### config.mk
export PLATFORM = sky130hd
export DESIGN_NAME = sd_cmd_responder
export DESIGN_NICKNAME = d
export VERILOG_FILES = /design/src/rtl/sd_cmd_responder.sv
export SDC_FILE = /design/constraint.sdc
export NUM_CORES = 1
export LEC_CHECK = 0
export ABC_AREA = 1
export BUFFER_PORTS_ARGS = -buffer_cell sky130_fd_sc_hd__buf_4
export CELL_PAD_IN_SITES_DETAIL_PLACEMENT = 0
export CELL_PAD_IN_SITES_GLOBAL_PLACEMENT = 1
export CORE_MARGIN = 3
export CORE_UTILIZATION = 45
export CTS_BUF_LIST = sky130_fd_sc_hd__clkbuf_8
export DETAILED_ROUTE_END_ITERATION = 10
export PLACE_DENSITY = 0.95
export SLEW_MARGIN = 20
export SYNTH_ARGS = -nofsm -noshare
export SYNTH_HDL_FRONTEND = slang
export SYNTH_SLANG_ARGS = --single-unit
### constraint.sdc
create_clock -name iclk -period 2.3 [get_ports iclk]
set_input_delay 0 -clock iclk [delete_from_list [all_inputs] [get_ports iclk]]
set_output_delay 0 -clock iclk [all_outputs]
set_load 0.01 [all_outputs]
### src/rtl/sd_cmd_responder.sv
// SD card command-line responder: receives 48-bit host commands, checks CRC7,
// and sends an R1/R2/R3 response after the NCR gap when the user requests one.
module sd_cmd_responder #(
    parameter int NCR          = 2,
    parameter int RESP_TIMEOUT = 64
) (
    input  logic         iclk,
    input  logic         irst,
    input  logic         icmd_sd,
    output logic         ocmd_sd,
    output logic         ocmd_oe,
    output logic         ocmd_valid,
    output logic [5:0]   ocmd_index,
    output logic [31:0]  ocmd_arg,
    output logic         ocrc_err,
    input  logic         iresp_start,
    input  logic [1:0]   iresp_type,
    input  logic [126:0] iresp_data,
    output logic         obusy
);
    localparam int TOW = $clog2(RESP_TIMEOUT + 1);
    localparam logic [1:0] RESP_NONE = 2'b00;
    localparam logic [1:0] RESP_R2   = 2'b10;
    localparam logic [1:0] RESP_R3   = 2'b11;

    typedef enum logic [3:0] {
        IDLE, RCV_CMD, RCV_CRC, RCV_END, WAIT_USER,
        NCR_GAP, SEND_RESP, SEND_CRC, SEND_END
    } state_t;

    state_t          state_reg, state_next;
    logic [7:0]      bit_cnt_reg;
    logic [7:0]      gap_cnt_reg;
    logic [TOW-1:0]  to_cnt_reg;
    logic [38:0]     rx_sr_reg;
    logic [6:0]      crc_reg;
    logic [6:0]      crc_rx_reg;
    logic [134:0]    tx_sr_reg;
    logic [1:0]      resp_type_reg;
    logic            cmd_valid_reg;
    logic            crc_err_reg;
    logic [5:0]      cmd_index_reg;
    logic [31:0]     cmd_arg_reg;
    logic            frame_ok;
    logic            gap_done;
    logic            to_done;

    function automatic logic [6:0] crc7_step(input logic [6:0] c, input logic b);
        return {c[5:0], 1'b0} ^ ((b ^ c[6]) ? 7'h09 : 7'h00);
    endfunction

    // Start bit is always 0, so a zero-init CRC is unchanged by it.
    assign frame_ok = rx_sr_reg[38] && (crc_rx_reg == crc_reg) && icmd_sd;
    assign gap_done = (gap_cnt_reg == 8'd0);
    assign to_done  = (to_cnt_reg == '0);

    always_comb begin
        state_next = state_reg;
        unique case (state_reg)
            IDLE:      if (!icmd_sd) state_next = RCV_CMD;
            RCV_CMD:   if (bit_cnt_reg == 8'd0) state_next = RCV_CRC;
            RCV_CRC:   if (bit_cnt_reg == 8'd0) state_next = RCV_END;
            RCV_END:   state_next = frame_ok ? WAIT_USER : IDLE;
            WAIT_USER: begin
                if (iresp_start) begin
                    if (iresp_type == RESP_NONE) state_next = IDLE;
                    else if (gap_done)           state_next = SEND_RESP;
                    else                         state_next = NCR_GAP;
                end else if (to_done) begin
                    state_next = IDLE;
                end
            end
            NCR_GAP:   if (gap_done) state_next = SEND_RESP;
            SEND_RESP: if (bit_cnt_reg == 8'd0)
                           state_next = (resp_type_reg == RESP_R2) ? SEND_END : SEND_CRC;
            SEND_CRC:  if (bit_cnt_reg == 8'd0) state_next = SEND_END;
            SEND_END:  state_next = IDLE;
            default:   state_next = IDLE;
        endcase
    end

    always_ff @(posedge iclk) begin
        if (irst) begin
            state_reg     <= IDLE;
            bit_cnt_reg   <= '0;
            gap_cnt_reg   <= '0;
            to_cnt_reg    <= '0;
            rx_sr_reg     <= '0;
            crc_reg       <= '0;
            crc_rx_reg    <= '0;
            tx_sr_reg     <= '0;
            resp_type_reg <= '0;
            cmd_valid_reg <= 1'b0;
            crc_err_reg   <= 1'b0;
            cmd_index_reg <= '0;
            cmd_arg_reg   <= '0;
        end else begin
            state_reg     <= state_next;
            cmd_valid_reg <= 1'b0;
            crc_err_reg   <= 1'b0;
            if (!gap_done) gap_cnt_reg <= gap_cnt_reg - 8'd1;
            unique case (state_reg)
                IDLE: if (!icmd_sd) begin
                    bit_cnt_reg <= 8'd38;
                    crc_reg     <= '0;
                end
                RCV_CMD: begin
                    rx_sr_reg   <= {rx_sr_reg[37:0], icmd_sd};
                    crc_reg     <= crc7_step(crc_reg, icmd_sd);
                    bit_cnt_reg <= (bit_cnt_reg == 8'd0) ? 8'd6 : bit_cnt_reg - 8'd1;
                end
                RCV_CRC: begin
                    crc_rx_reg <= {crc_rx_reg[5:0], icmd_sd};
                    if (bit_cnt_reg != 8'd0) bit_cnt_reg <= bit_cnt_reg - 8'd1;
                end
                RCV_END: begin
                    if (frame_ok) begin
                        cmd_valid_reg <= 1'b1;
                        cmd_index_reg <= rx_sr_reg[37:32];
                        cmd_arg_reg   <= rx_sr_reg[31:0];
                    end else begin
                        crc_err_reg <= 1'b1;
                    end
                    // Gap is measured from the end-bit cycle, so count the next cycle as 1.
                    gap_cnt_reg <= 8'(NCR - 1);
                    to_cnt_reg  <= TOW'(RESP_TIMEOUT - 1);
                end
                WAIT_USER: begin
                    if (iresp_start && iresp_type != RESP_NONE) begin
                        resp_type_reg <= iresp_type;
                        crc_reg       <= '0;
                        bit_cnt_reg   <= (iresp_type == RESP_R2) ? 8'd134 : 8'd39;
                        if (iresp_type == RESP_R2)
                            tx_sr_reg <= {2'b00, 6'h3F, iresp_data};
                        else if (iresp_type == RESP_R3)
                            tx_sr_reg <= {2'b00, 6'h3F, iresp_data[31:0], 95'd0};
                        else
                            tx_sr_reg <= {2'b00, cmd_index_reg, iresp_data[31:0], 95'd0};
                    end else if (!to_done) begin
                        to_cnt_reg <= to_cnt_reg - 1'b1;
                    end
                end
                SEND_RESP: begin
                    crc_reg     <= crc7_step(crc_reg, tx_sr_reg[134]);
                    tx_sr_reg   <= {tx_sr_reg[133:0], 1'b0};
                    bit_cnt_reg <= (bit_cnt_reg == 8'd0) ? 8'd6 : bit_cnt_reg - 8'd1;
                end
                SEND_CRC: begin
                    crc_reg <= {crc_reg[5:0], 1'b0};
                    if (bit_cnt_reg != 8'd0) bit_cnt_reg <= bit_cnt_reg - 8'd1;
                end
                default: ;
            endcase
        end
    end

    always_comb begin
        ocmd_oe = 1'b0;
        ocmd_sd = 1'b1;
        unique case (state_reg)
            SEND_RESP: begin ocmd_oe = 1'b1; ocmd_sd = tx_sr_reg[134]; end
            SEND_CRC:  begin
                ocmd_oe = 1'b1;
                ocmd_sd = (resp_type_reg == RESP_R3) ? 1'b1 : crc_reg[6];
            end
            SEND_END:  ocmd_oe = 1'b1;
            default: ;
        endcase
    end

    assign ocmd_valid = cmd_valid_reg;
    assign ocrc_err   = crc_err_reg;
    assign ocmd_index = cmd_index_reg;
    assign ocmd_arg   = cmd_arg_reg;
    assign obusy      = (state_reg != IDLE);

endmodule

Yosys cells after proc, flatten, opt, wreduce, memory -nomap -nowiden

Cells that the tools add are included.

Register bits: 257
Output and inout bits: 43

Add/sub/neg operators: 3
Eq/ne operators: 25
Muxes and demuxes: 38
Bitwise gates (word level): 5
Reductions and logical operators: 27

Operators by type and width:

| kind                                                                  | number |
|---|---|
| 135-bit one-hot mux with 2 select lines                               | 1 |
| 133-bit two-way mux                                                   | 2 |
| 135-bit two-way mux                                                   | 1 |
| 4-bit two-way mux                                                     | 11 |
| 8-bit two-way mux                                                     | 5 |
| 7-bit one-hot mux with 5 select lines                                 | 1 |
| 4-bit one-hot mux with 8 select lines                                 | 1 |
| 8-bit one-hot mux with 4 select lines                                 | 1 |
| 7-bit two-way mux                                                     | 4 |
| 2-bit inequality test, second input constant                          | 9 |
| 4-bit by 3-bit equality test with 1-bit output, second input constant | 4 |
| 8-bit zero test                                                       | 2 |
| 8-bit by 1-bit subtractor with 8-bit output, second input constant    | 2 |
| 7-bit one-hot mux with 2 select lines                                 | 1 |
| 7-bit by 4-bit XOR with 7-bit output                                  | 2 |
| 2-bit equality test, second input constant                            | 4 |
| 4-bit by 2-bit equality test with 1-bit output, second input constant | 2 |
| 4-bit nonzero test                                                    | 2 |
| 8-bit nonzero test                                                    | 1 |
| 2-bit OR reduction                                                    | 4 |
| 7-bit equality test                                                   | 1 |
| 7-bit zero test                                                       | 1 |
| 7-bit AND reduction                                                   | 1 |
| 7-bit by 1-bit subtractor with 7-bit output, second input constant    | 1 |
| other kinds (19)                                                      | 34 |

Depth between registers and ports, before layout

Depth after elaboration: 5
Depth in mapped cells: 12

Worst setup path before layout

No wires, ideal clock.

Path kind: register -> register
Start: register bit_cnt_reg[0]
End: register bit_cnt_reg[5]
Library setup time: 0.111 ns
Arrival: 1.395 ns
Required time: 2.189 ns
Slack: 0.793 ns
Cell stages (with the launch flop): 13
Buffers on the path: 0
Clock period less this slack: 1.507 ns
Cells stage by stage: dfxtp_1 -> inv_1 -> ha_1 -> nand2_1 -> nor2_1 -> nand2_1 -> inv_1 -> nand2_1 -> nand2_1 -> nor2_4 -> nand2_1 -> nor2_1 -> nor2_1

Word-level cells in the longest chain between the ends: 3
Elaborated cells on any way between the ends: 8
Classes of those cells: add/sub (1); eq/ne (1); mux (3); reduce/logical (3)

Ends and longest elaborated chain:

| item                                                                                | RTL line | source |
|---|---|---|
| start: declaration                                                                  | 32       | `logic [7:0] bit_cnt_reg;` |
| start signal: assignment                                                            | 110      | `bit_cnt_reg <= (bit_cnt_reg == 8'd0) ? 8'd6 : bit_cnt_reg - 8'd1;` |
| start signal: assignment                                                            | 114      | `if (bit_cnt_reg != 8'd0) bit_cnt_reg <= bit_cnt_reg - 8'd1;` |
| start signal: assignment                                                            | 132      | `bit_cnt_reg <= (iresp_type == RESP_R2) ? 8'd134 : 8'd39;` |
| 8-bit by 1-bit subtractor with 8-bit output (tied with other cells)                 | --       |  |
| 8-bit two-way mux (tied with other cells)                                           | 114, 150 |  |
| 8-bit one-hot mux with 4 select lines / 4-bit AND reduction (equally long branches) | --       |  |

Several ways; a longest one is shown, not always the timed one. The select of a mux whose other input is x is not followed.
A chain may end at the register's enable or synchronous reset.

Worst setup path after layout

Start: register state_reg[1]
End: output port ocmd_sd

Word-level cells in the longest chain between the ends: 2
Elaborated cells on any way between the ends: 3
Classes of those cells: eq/ne (2); mux (1)

Ends and longest elaborated chain:

| item                                           | RTL line | source |
|---|---|---|
| start: declaration                             | 31       | `state_t state_reg, state_next;` |
| start signal: assignment                       | 98       | `state_reg <= state_next;` |
| 4-bit by 3-bit equality test with 1-bit output | 160      | `unique case (state_reg)` |
| 1-bit one-hot mux with 2 select lines *        | 160      |  |
| end: declaration                               | 10       | `output logic ocmd_sd,` |

Every way passes the cells marked *; elsewhere a longest branch is shown, timed or not.

==> flow_metrics.tcl <==
set metrics [dict create \
    run_status "complete, no violations" \
    setup_viol 0 \
    violation_count_after_the_first_detailed_routing_iteration 1034 \
    cellPowerDensity_nw_per_um2 778 \
    criticalPathCategory "flip-flop to output port" \
    place_hpwl_um 19800 \
    mappedNetlistNets 1768 \
    critical_path.startpoint_type "flip-flop" \
    final_min_period_over_clock_period 0.908 \
    netSwitchingPower_mw 3.80 \
    initial_core_utilization 0.464 \
    worst_slew_margin_rel 0.646 \
    worstPathRequired_ns 2.30 \
    num_io_pins 176 \
    cell_type_with_the_largest_total_area_after_synthesis "dfxtp_1" \
    synth.area.top_cells "dfxtp_1 (45%), nand2_1 (15%), nor2_1 (6.7%)" \
    globalRouteOverflowTotal 0 \
    root_buffer "clkbuf_8" \
    final_slew_viol_count 0 \
    worst_slew_pin_slew_ns 0.527 \
    power.static_leakage_nw 6.28 \
    ys_warn_count 0 \
    clock_power_share 0.324 \
    via_count 11900 \
    finClkSkew_ns 0.0213 \
    layout.core_utilization 0.612 \
    detail_route.wl_per_cell_um 15.0 \
    syn_to_final_growth_pct 32.1 \
    synth_seq_area_share 0.450 \
    clk_latency_ns 0.56 \
    post_synth.cell_area_avg_um2 7.02 \
    yosysUniqueCellTypes 33 \
    cts_max_level 2 \
    die_area_um2 27400 \
    worst_setup_hold_path_clk_slew_ns 0.06 \
    final.fill_count 2208 \
    switching_share 0.323 \
    post-route-drc-count 0 \
    grt_start_max_net_pins 106 \
    worstSetupEndpointType "output port" \
    vias_per_cell 5.30 \
    rsz_0062_raised_after_global_routing "false" \
    finalWeightedCongestion 0.908 \
    first_global_vias 11400 \
    share_of_the_synthesized_area_in_the_top_cell_type 0.450 \
    timing.final.ws_setup_ns 0.213 \
    largest_fanout_of_any_net_on_the_critical_path 14 \
    detailedRoute.firstPassIterationCount 7 \
    postCtsSetupRepairBufs 0 \
    post_synth_instance_area_um2 11400 \
    finalWorstPathRequiredPeriod_ns 2.09 \
    dpl_worst_slack_ns 0.438 \
    sequentialPowerShare 0.441 \
    postSynthCellCount 1630 \
    ctsHoldBuffers 133 \
    antenna_violations_before_repair 1 \
    worst_ir_drop_on_vdd_v 0.000448 \
    tritoncts "built" \
    coreArea_um2 24700 \
    fp.dieH_um 165 \
    achievable-frequency_mhz 479 \
    intPower_mw 7.97 \
    grt_use_total 0.242 \
    tritoncts_num_sinks 257 \
    arrival_time_of_the_worst_setup_path_ns 2.09 \
    die_width_um 165 \
    hold_path.class "input pin to flip-flop" \
    final_hold_viol_count 0 \
    holdWs_ns 0.272 \
    portbufs 175 \
    numCtsBuffers 43 \
    drive_gt1_frac 0.150 \
    std_cell_rows 57 \
    largest_register_ffs 135 \
    antenna_left 0 \
    fin_setup_tns_ns 0 \
    cts_buffer_depth 3 \
    drv.max_cap_violation_count 0 \
    nets 2034 \
    combPwrFrac 0.235 \
    totalWireLength_um 33700 \
    cts_repair_resize_count 0 \
    yosys_register_bits 257 \
    grt_first_pass_wirelength_um 55200 \
]
## worst max-delay path, cell delays in order (launching register included)
cell and delay [ns]:
dfxtp_1 0.45, inv_2 0.06, nor2_1 0.21, nand2_4 0.16
inv_2 0.29, nand2_1 0.11, nand2_1 0.13, buf_4 0.14
## stage by stage
step	power, mW	area [um^2]	instances
after floorplan	7.02	11400	1630
after global placement	7.76	13000	2042
after detailed placement	7.82	13000	2042
after CTS	11.8	15100	2243
after global routing	12.5	15100	2244
final	11.8	15100	2244
## cells in the final DEF (no fill, tap or decap), drive strengths merged, types with 2 or more instances in the layout
master | synthesis | layout
nand2 | 457 | 457
dfxtp | 257 | 257
nor2 | 209 | 209
buf | 48 | 198
inv | 132 | 148
dlygate4sd3 | 0 | 133
o21ai | 104 | 104
a31oi | 103 | 103
nand4 | 85 | 85
a21oi | 50 | 50
clkbuf | 62 | 48
nand3 | 27 | 27
o211ai | 21 | 21
or2 | 17 | 17
o22ai | 13 | 13
a211oi | 13 | 13
nor3 | 10 | 10
xor2 | 6 | 6
ha | 5 | 5
xnor2 | 3 | 3
o21a | 2 | 2
o221ai | 2 | 2
clkinv | 0 | 2
## path summary, 6_finish.rpt
kind | endpoint | depth (start not counted) | from | slack, ns
setup / recovery | ocmd_sd | 7 | state_reg[1] | 0.21
setup reg to reg | tx_sr_reg[42] | 7 | state_reg[2] | 0.37
hold reg to reg | tx_sr_reg[133] | 2 | tx_sr_reg[133] | 0.46
hold / removal | tx_sr_reg[10] | 4 | iresp_data[10] | 0.27
## cell families after synthesis
logic type	Yosys count	synth area share
simple gates	806	0.295
compound gates	311	0.158
flops	257	0.450
buf+inv	242	0.0851
xor+xnor	9	0.00689
fa+ha+maj	5	0.00547
## final cells by class
type                       instances  area, um^2  share of cell area
clock buffer                      48         661              0.0437
inverter                         132         497              0.0329
multi-input combinational       1131        5340               0.353
antenna                            1        2.50            0.000166
sequential                       257        5140               0.340
clock inverter                    20         123             0.00811
timing repair buffer             331        2940               0.195
tap                              324         405              0.0268
## cell usage after synthesis
library cell / n
a21oi_1: 50
o221ai_1: 2
clkbuf_1: 62
or2_2: 17
buf_4: 6
nand3_1: 26
buf_2: 34
o21a_1: 2
o21ai_0: 101
nand2_1: 453
nand3_2: 1
ha_1: 5
nor2_4: 3
xnor2_1: 3
nand2_2: 4
nand4_1: 85
nor3b_1: 1
xor2_1: 6
buf_1: 8
inv_2: 8
o31ai_1: 1
dfxtp_1: 257
a211oi_1: 13
o22ai_1: 13
o22a_1: 1
inv_1: 124
nor2_1: 204
o211ai_1: 21
o21ai_1: 3
nor3_1: 10
a31oi_1: 103
nor2_2: 2
a311oi_1: 1
## per-layer routing
metal	global-route usage	wire (um)
met5	0	0
met4	0.105	1130
met3	0.0486	1870
met2	0.386	16000
met1	0.317	14700
## power groups by stage
stage          logic [mW]  clock network, mW  registers, mW
3_5_place_dp         2.55                  0           5.27
4_1_cts              2.75               3.90           5.18
2_1_floorplan        1.83                  0           5.19
3_3_place_gp         2.50                  0           5.25
6_report             2.76               3.82           5.18
5_1_grt              3.16               4.14           5.23
Power figures use the tool's default switching activity.
